--- config.mk ---
export PLATFORM = sky130hd
export DESIGN_NAME = divider_seq
export DESIGN_NICKNAME = d
export VERILOG_FILES = /design/src/rtl/divider_pkg.sv /design/src/rtl/divider_step.sv /design/src/rtl/divider_seq.sv
export SDC_FILE = /design/constraint.sdc
export NUM_CORES = 1
export LEC_CHECK = 0
export CAP_MARGIN = 20
export CORE_MARGIN = 1.5
export CORE_UTILIZATION = 40
export CTS_BUF_LIST = sky130_fd_sc_hd__clkbuf_8
export DETAILED_ROUTE_END_ITERATION = 10
export PLACE_DENSITY_LB_ADDON = 0.15
export RECOVER_POWER = 50
export SLEW_MARGIN = 20
export SYNTH_ARGS = -nofsm -noshare
export SYNTH_HDL_FRONTEND = slang
export SYNTH_HIERARCHICAL = 1
export SYNTH_SLANG_ARGS = --single-unit
--- constraint.sdc ---
create_clock -name clk -period 2.9 [get_ports clk]
set_input_delay 0.58 -clock clk [delete_from_list [all_inputs] [get_ports clk]]
set_output_delay 0.58 -clock clk [all_outputs]
set_load 0.01 [all_outputs]
--- src/rtl/divider_pkg.sv ---
// Shared definitions for the sequential restoring divider: default widths
// and the controller state encoding.
package divider_pkg;

    localparam int DIVIDEND_W_DEF = 16;
    localparam int DIVISOR_W_DEF  = 8;

    typedef enum logic [1:0] {
        IDLE = 2'd0,
        ITER = 2'd1,
        DONE = 2'd2
    } state_t;

endpackage

--- src/rtl/divider_step.sv ---
// One restoring-division iteration: shift the next dividend bit into the
// partial remainder, trial-subtract the divisor, keep the difference when it
// does not borrow, and shift the resulting quotient bit in at the LSB.
module divider_step
    import divider_pkg::*;
#(
    parameter int DIVIDEND_W = DIVIDEND_W_DEF,
    parameter int DIVISOR_W  = DIVISOR_W_DEF
) (
    input  logic [DIVISOR_W:0]    rem,
    input  logic [DIVIDEND_W-1:0] quo,
    input  logic [DIVISOR_W-1:0]  den,
    output logic [DIVISOR_W:0]    rem_next,
    output logic [DIVIDEND_W-1:0] quo_next
);

    logic [DIVISOR_W+1:0] shifted;
    logic                 ge;

    // Trial subtract and select; the partial remainder is always below the
    // divisor, so the kept value fits back into DIVISOR_W+1 bits.
    always_comb begin
        shifted  = {rem, quo[DIVIDEND_W-1]};
        ge       = (shifted >= (DIVISOR_W+2)'(den));
        rem_next = ge ? (DIVISOR_W+1)'(shifted - (DIVISOR_W+2)'(den))
                      : (DIVISOR_W+1)'(shifted);
        quo_next = {quo[DIVIDEND_W-2:0], ge};
    end

endmodule

--- src/rtl/divider_seq.sv ---
// Sequential unsigned restoring divider, one quotient bit per cycle, MSB
// first. Divide-by-zero short-circuits to DONE with an all-ones quotient.
// Optional build macro DIVIDER_FASTPATH_EN: dividend < divisor finishes in
// one cycle with quotient 0; results are identical either way.
module divider_seq
    import divider_pkg::*;
#(
    parameter int DIVIDEND_W = DIVIDEND_W_DEF,
    parameter int DIVISOR_W  = DIVISOR_W_DEF
) (
    input  logic                  clk,
    input  logic                  rst_n,
    input  logic                  start,
    input  logic [DIVIDEND_W-1:0] dividend,
    input  logic [DIVISOR_W-1:0]  divisor,
    output logic                  busy,
    output logic                  done,
    output logic [DIVIDEND_W-1:0] quotient,
    output logic [DIVISOR_W-1:0]  remainder,
    output logic                  div_by_zero
);

    localparam int               CNT_W = $clog2(DIVIDEND_W) + 1;
    localparam logic [CNT_W-1:0] LAST  = CNT_W'(DIVIDEND_W - 1);

    state_t                state, state_nx;
    logic                  load, fin_iter, fin_zero, fin_fast;
    logic [DIVIDEND_W-1:0] quo, quo_step;
    logic [DIVISOR_W:0]    rem, rem_step;
    logic [DIVISOR_W-1:0]  den;
    logic [CNT_W-1:0]      cnt;

    assign busy = (state == ITER);
    assign done = (state == DONE);

    divider_step #(
        .DIVIDEND_W (DIVIDEND_W),
        .DIVISOR_W  (DIVISOR_W)
    ) u_step (
        .rem      (rem),
        .quo      (quo),
        .den      (den),
        .rem_next (rem_step),
        .quo_next (quo_step)
    );

    // State register.
    always_ff @(posedge clk or negedge rst_n) begin
        if (!rst_n) state <= IDLE;
        else        state <= state_nx;
    end

    // Next state and datapath controls; start is only looked at when idle
    // or finishing, which is what makes back-to-back operations possible.
    always_comb begin
        state_nx = state;
        load     = 1'b0;
        fin_iter = 1'b0;
        fin_zero = 1'b0;
        fin_fast = 1'b0;
        case (state)
            IDLE, DONE: begin
                if (start) begin
                    if (divisor == '0) begin
                        fin_zero = 1'b1;
                        state_nx = DONE;
                    end
`ifdef DIVIDER_FASTPATH_EN
                    else if (dividend < DIVIDEND_W'(divisor)) begin
                        fin_fast = 1'b1;
                        state_nx = DONE;
                    end
`endif
                    else begin
                        load     = 1'b1;
                        state_nx = ITER;
                    end
                end else begin
                    state_nx = IDLE;
                end
            end
            ITER: begin
                if (cnt == LAST) begin
                    fin_iter = 1'b1;
                    state_nx = DONE;
                end
            end
            default: state_nx = IDLE;
        endcase
    end

    // Working registers: capture operands on accept, iterate while in ITER.
    always_ff @(posedge clk or negedge rst_n) begin
        if (!rst_n) begin
            quo <= '0;
            rem <= '0;
            den <= '0;
            cnt <= '0;
        end else if (load) begin
            quo <= dividend;
            rem <= '0;
            den <= divisor;
            cnt <= '0;
        end else if (state == ITER) begin
            quo <= quo_step;
            rem <= rem_step;
            cnt <= cnt + 1'b1;
        end
    end

    // Result registers change only on the edge that enters DONE.
    always_ff @(posedge clk or negedge rst_n) begin
        if (!rst_n) begin
            quotient    <= '0;
            remainder   <= '0;
            div_by_zero <= 1'b0;
        end else if (fin_iter) begin
            quotient    <= quo_step;
            remainder   <= rem_step[DIVISOR_W-1:0];
            div_by_zero <= 1'b0;
        end else if (fin_zero) begin
            quotient    <= '1;
            remainder   <= dividend[DIVISOR_W-1:0];
            div_by_zero <= 1'b1;
        end else if (fin_fast) begin
            quotient    <= '0;
            remainder   <= dividend[DIVISOR_W-1:0];
            div_by_zero <= 1'b0;
        end
    end

endmodule

# After elaboration in Yosys (flattened, before gate mapping)

Cells that the tools add are included.
W data, S select, Z words.

Register bits: 65
Output and inout bits: 27

Add/subtract/negate cells: 2
Order comparisons: 1
Equal/unequal tests: 4
Muxes and demuxes: 25
Reduce and logical (&&, ||, !) cells: 5

Operators by type and width:

| cell                  | count |
|---|---|
| $mux W16              | 4 |
| $mux W9               | 3 |
| $mux W8               | 2 |
| $ge A10 B8 Y1         | 1 |
| $mux W1               | 10 |
| $mux W5               | 2 |
| $sub A9 B8 Y9         | 1 |
| $logic_not A8 Y1      | 1 |
| $mux W2               | 3 |
| $add A5 B1 Y5 const B | 1 |
| $eq A5 B4 Y1 const B  | 1 |
| $pmux W2 S2           | 1 |
| $reduce_bool A2 Y1    | 2 |
| $eq A2 B1 Y1 const B  | 1 |
| $eq A2 B2 Y1 const B  | 1 |
| $logic_not A2 Y1      | 1 |
| $ne A2 B1 Y1 const B  | 1 |
| $reduce_or A2 Y1      | 1 |

# Longest topological paths before layout

Word-level depth: 6
Mapped depth: 12
Mapped depth without buffers: 11

# Cells and area by module

The synthesis kept the hierarchy.

Modules (own cells, without submodules):

| module       | times used | cells each | area an instance (sq um) | seq. area each (sq um) |
|---|---|---|---|---|
| divider_seq  | 1          | 245        | 2,870.3                  | 1,626.6 |
| divider_step | 1          | 91         | 643.1                    | 0.0 |

# Worst setup path before layout

Ideal clock, no wire load.

Path kind: register to register
From: reg quo[15]
To: reg quo[0]
Setup time: 0.125 ns
Arrival time: 2.287 ns
Path slack: 0.488 ns
Stages on the path, launching flop included: 12
Cells stage by stage: dfrtp_1 -> inv_1 -> ha_1 -> inv_1 -> fa_1 -> nand3_1 -> a21oi_1 -> nor4b_4 -> inv_1 -> buf_4 -> mux2_2 -> mux2_2

Longest elaborated chain between the ends: 3

RTL lines:

| item                   | line               | text |
|---|---|---|
| start, declared        | divider_seq.sv:28  | `logic [DIVIDEND_W-1:0] quo, quo_step;` |
| start signal, assigned | divider_seq.sv:100 | `quo <= dividend;` |
| start signal, assigned | divider_seq.sv:105 | `quo <= quo_step;` |
| $ge A10 B8 Y1          | divider_step.sv:24 | `ge = (shifted >= (DIVISOR_W+2)'(den));` |
| net u_step.ge          | divider_step.sv:18 | `logic ge;` |
| $mux W16               | divider_seq.sv:104 | `end else if (state == ITER) begin` |
| $mux W16               | divider_seq.sv:99  | `end else if (load) begin` |

The timed path passes the listed nets, and every way through them passes these cells. The select of a mux whose other input is x is not followed.
A chain may end at the register's enable or synchronous reset.

# Final worst setup path

From: in divisor[1]
To: reg den[2]

Longest elaborated chain between the ends: 4

RTL lines:

| item                 | line               | text |
|---|---|---|
| start, declared      | divider_seq.sv:15  | `input logic [DIVISOR_W-1:0] divisor,` |
| $logic_not A8 Y1     | divider_seq.sv:64  | `if (divisor == '0) begin` |
| $mux W1              | divider_seq.sv:64  |  |
| $mux W1              | divider_seq.sv:63  | `if (start) begin` |
| $mux W1              | divider_seq.sv:61  | `case (state)` |
| end signal, assigned | divider_seq.sv:102 | `den <= divisor;` |
| end, declared        | divider_seq.sv:30  | `logic [DIVISOR_W-1:0] den;` |

Every way passes these cells.

==> metrics.txt <==
max cap viols 0; Min Hold Slack around 0.36 ns; WP data arrival 2.99 ns; area taken by multi-input logic gates 1600 um^2; chip width 96.7 um; post-CTS resize count 0; XOR/XNOR Fraction of Synth Area 0.997%; overall global routing resource usage 17.1%; Detail Placement HPWL 5410 um; initial antenna violation count 0; sw frac a little over a third; Fillers 818; full die area 9350 um^2; H-tree depth 3; Skew-Pair Late Insertion Delay 0.34 ns; compound-gate portion of the synthesized area between 10% and 20%; Reg area 1630 um^2; postcts setup bufs 0; # placed instances 472; FP Rows 34; share of cells above drive strength 1 17.1%; Seq/Total Area, Yosys between 40% and 50%; Achievable Freq 363 MHz; Final period util between 90 and 100%; combinational fraction of design power 49.5%; Pint approximately 3.4 mW; Reg2Reg Depth 12; R2R Path Start quo[15]$_DFFE_PN0P_; Layout Nets slightly above 400; global-route wire length before repair 12,600 um; Reg power frac 30.8%; commonest non-fill, non-tap cells in the layout dfrtp_1 (65), clkdlybuf4s50_1 (42), nor2_1 (37); RSZ-0062 raised after global routing false; Critical Path End Type flop; Mapped Nets roughly 370; R2R setup slack 0.35 ns; TritonCTS Buffers 9; syn_area_per_cell ~10 um^2; Root Buffer clkbuf_8; Yosys reg bits 65; multiplexer share of the synthesized area 13.7%; area delta synth->final 21.2%; CTS tree built; Setup Crit Path Kind in2reg; LEAKAGE 1.69 nW; GR Overflow Total 0; mapped cell area ~3500 um^2; clock share of power 19.7%; Simple-Gate Fraction of Synth Area roughly 15%; FFs w/ async S/R, synth 100%; Final setup viols 0; Critical Path RT approximately 3.1 ns; drt pass-1 iters 4; vias per cell 5.10; Yosys top cell area share 46.3%; n_diodes 0; Fin Clk Skew 0.0130 ns; crit path launch type input port; non-filler cells, final 488; post-synthesis cell type count 44; Final Hold Viols 0; final wirelength between 7000 and 8000 um; minimum clock period 2.76 ns; Rel. slew slack 8.36%; Post-synth EDFFs 0; post-route antenna net violation count 0; DR WL/cell between 15 and 20 um; drt drc 0; Placed Instance Area 4010 um^2; I/O Buffers between 50 and 60; Pwr per Cell Area 1260 nW/um^2; clk buf depth 2; DR vias roughly 2,500; Top FF cell, synth dfrtp_1; vias in the first global route 2,432; max-slew violations 0; top cells by area, synth dfrtp_1 (46%), mux2_2 (9.3%), buf_4 (4.1%); yosys warns 6; Clock Sinks 65; Initial Util between 40% and 50%; commonest non-fill, non-tap cell in the layout dfrtp_1; DIE HEIGHT between 90 and 100 um; post-route cell area ~4300 um^2; Psw between 1.5 and 2 mW; Syn Inst Count 336; Hold Crit Class in2async; Synth Area in Adders 4.13%; core area between 8000 and 9000 um^2; largest family of logic cells by synthesized area simple AND/OR/NAND/NOR gates; crit path max fanout 26; Fin Setup TNS 0 ns; Placer Congestion approximately 0.81; worst reg2reg endpoint remainder[7]$_DFFE_PN0P_; status completed; Clock transition at path regs 0.08 ns; Worst-Margin Slew around 1.4 ns; Synth area leader dfrtp_1; # IOs between 50 and 60; VDD IR max 0.394 mV; DRT iter0 DRCs between 100 and 150; largest net degree at the start of global routing 33; Hold Buf Count CTS 0
-- power groups by stage --
stage,sequential [mW],combinational [mW],clock (mW)
6_report,1.64,2.65,1.06
5_1_grt,1.70,2.95,1.13
4_1_cts,1.65,2.67,1.08
3_5_place_dp,1.67,2.66,0
3_3_place_gp,1.65,2.63,0
2_1_floorplan,1.64,2.04,0
-- registers in the layout, indices dropped and copies added (netlist names) --
signal       count
quo             16
quotient        16
rem              9
den              8
remainder        8
cnt              5
state            2
div_by_zero      1
-- critical path, stage by stage --
cell and delay (ns):
dlygate4sd3_1 0.55, nor4_1 0.93, a21boi_4 0.11, clkbuf_2 0.41, mux2_2 0.40
-- kinds of logic (layout without fill, tap and decap cells) --
group,Yosys count,count (layout)
buffers and inverters,46,90
muxes,43,43
and+or+nand+nor,104,104
DFF,65,65
adders and majority gates,11,11
AOI/OAI and AO/OA,63,63
xor gates and xnor gates,4,4
-- stage by stage --
| stage | power, mW | util, % | worst slack (ns) |
|---|---|---|---|
| 6_report | 5.35 | 49.3 | 0.142 |
| 3_3_place_gp | 4.28 | 46.4 | 0.422 |
| 2_1_floorplan | 3.67 | - | 0.488 |
| 4_1_cts | 5.40 | 49.6 | 0.351 |
| 5_1_grt | 5.78 | 49.3 | 0.0810 |
| 3_5_place_dp | 4.33 | 46.4 | 0.378 |
-- Yosys cell counts (2+ instances only) --
cell type / instances
a21oi_1: 24
nor4_4: 2
o221a_2: 8
nor2b_1: 4
a21boi_0: 2
nand3b_1: 3
nor2_1: 37
buf_4: 19
o21ai_0: 17
inv_1: 13
o21bai_1: 2
nand2b_1: 12
mux2_2: 29
ha_1: 10
nand3_1: 2
clkbuf_1: 2
nand4_1: 2
dfrtp_1: 65
mux2i_1: 2
nand4b_1: 2
mux2_1: 12
nand2_1: 33
xor2_1: 3
buf_2: 8
buf_6: 4
-- how the worst max path moves through the flow --
stage                         from                  endpoint  slack [ns]  cells past startpoint
2_1_floorplan  quo[15]$_DFFE_PN0P_        quo[0]$_DFFE_PN0P_        0.49                     11
3_3_place_gp   quo[15]$_DFFE_PN0P_  remainder[7]$_DFFE_PN0P_        0.42                     12
3_5_place_dp   quo[15]$_DFFE_PN0P_  remainder[7]$_DFFE_PN0P_        0.38                     12
4_1_cts        quo[15]$_DFFE_PN0P_  remainder[7]$_DFFE_PN0P_        0.35                     12
5_1_grt        quo[15]$_DFFE_PN0P_  remainder[7]$_DFFE_PN0P_        0.08                     12
6_report                divisor[1]        den[2]$_DFFE_PN0P_        0.14                      5
-- per-layer routing --
| metal | track usage (%) | part of all wire (%) |
|---|---|---|
| met1 | 23.2 | 48 |
| met2 | 26.7 | 46 |
| met3 | 3.68 | 4.2 |
| met4 | 6.69 | 1.7 |
| met5 | 0 | 0 |
-- final cells by class --
cell class | count | share of cell area [%]
Sequential cell | 65 | 38.2
Multi-Input combinational cell | 225 | 37.5
Timing Repair Buffer | 61 | 13.5
Clock buffer | 10 | 3.23
Clock inverter | 6 | 3.23
Tap cell | 108 | 3.17
Inverter | 13 | 1.15
Note: power is estimated with default switching activity, not from simulation.
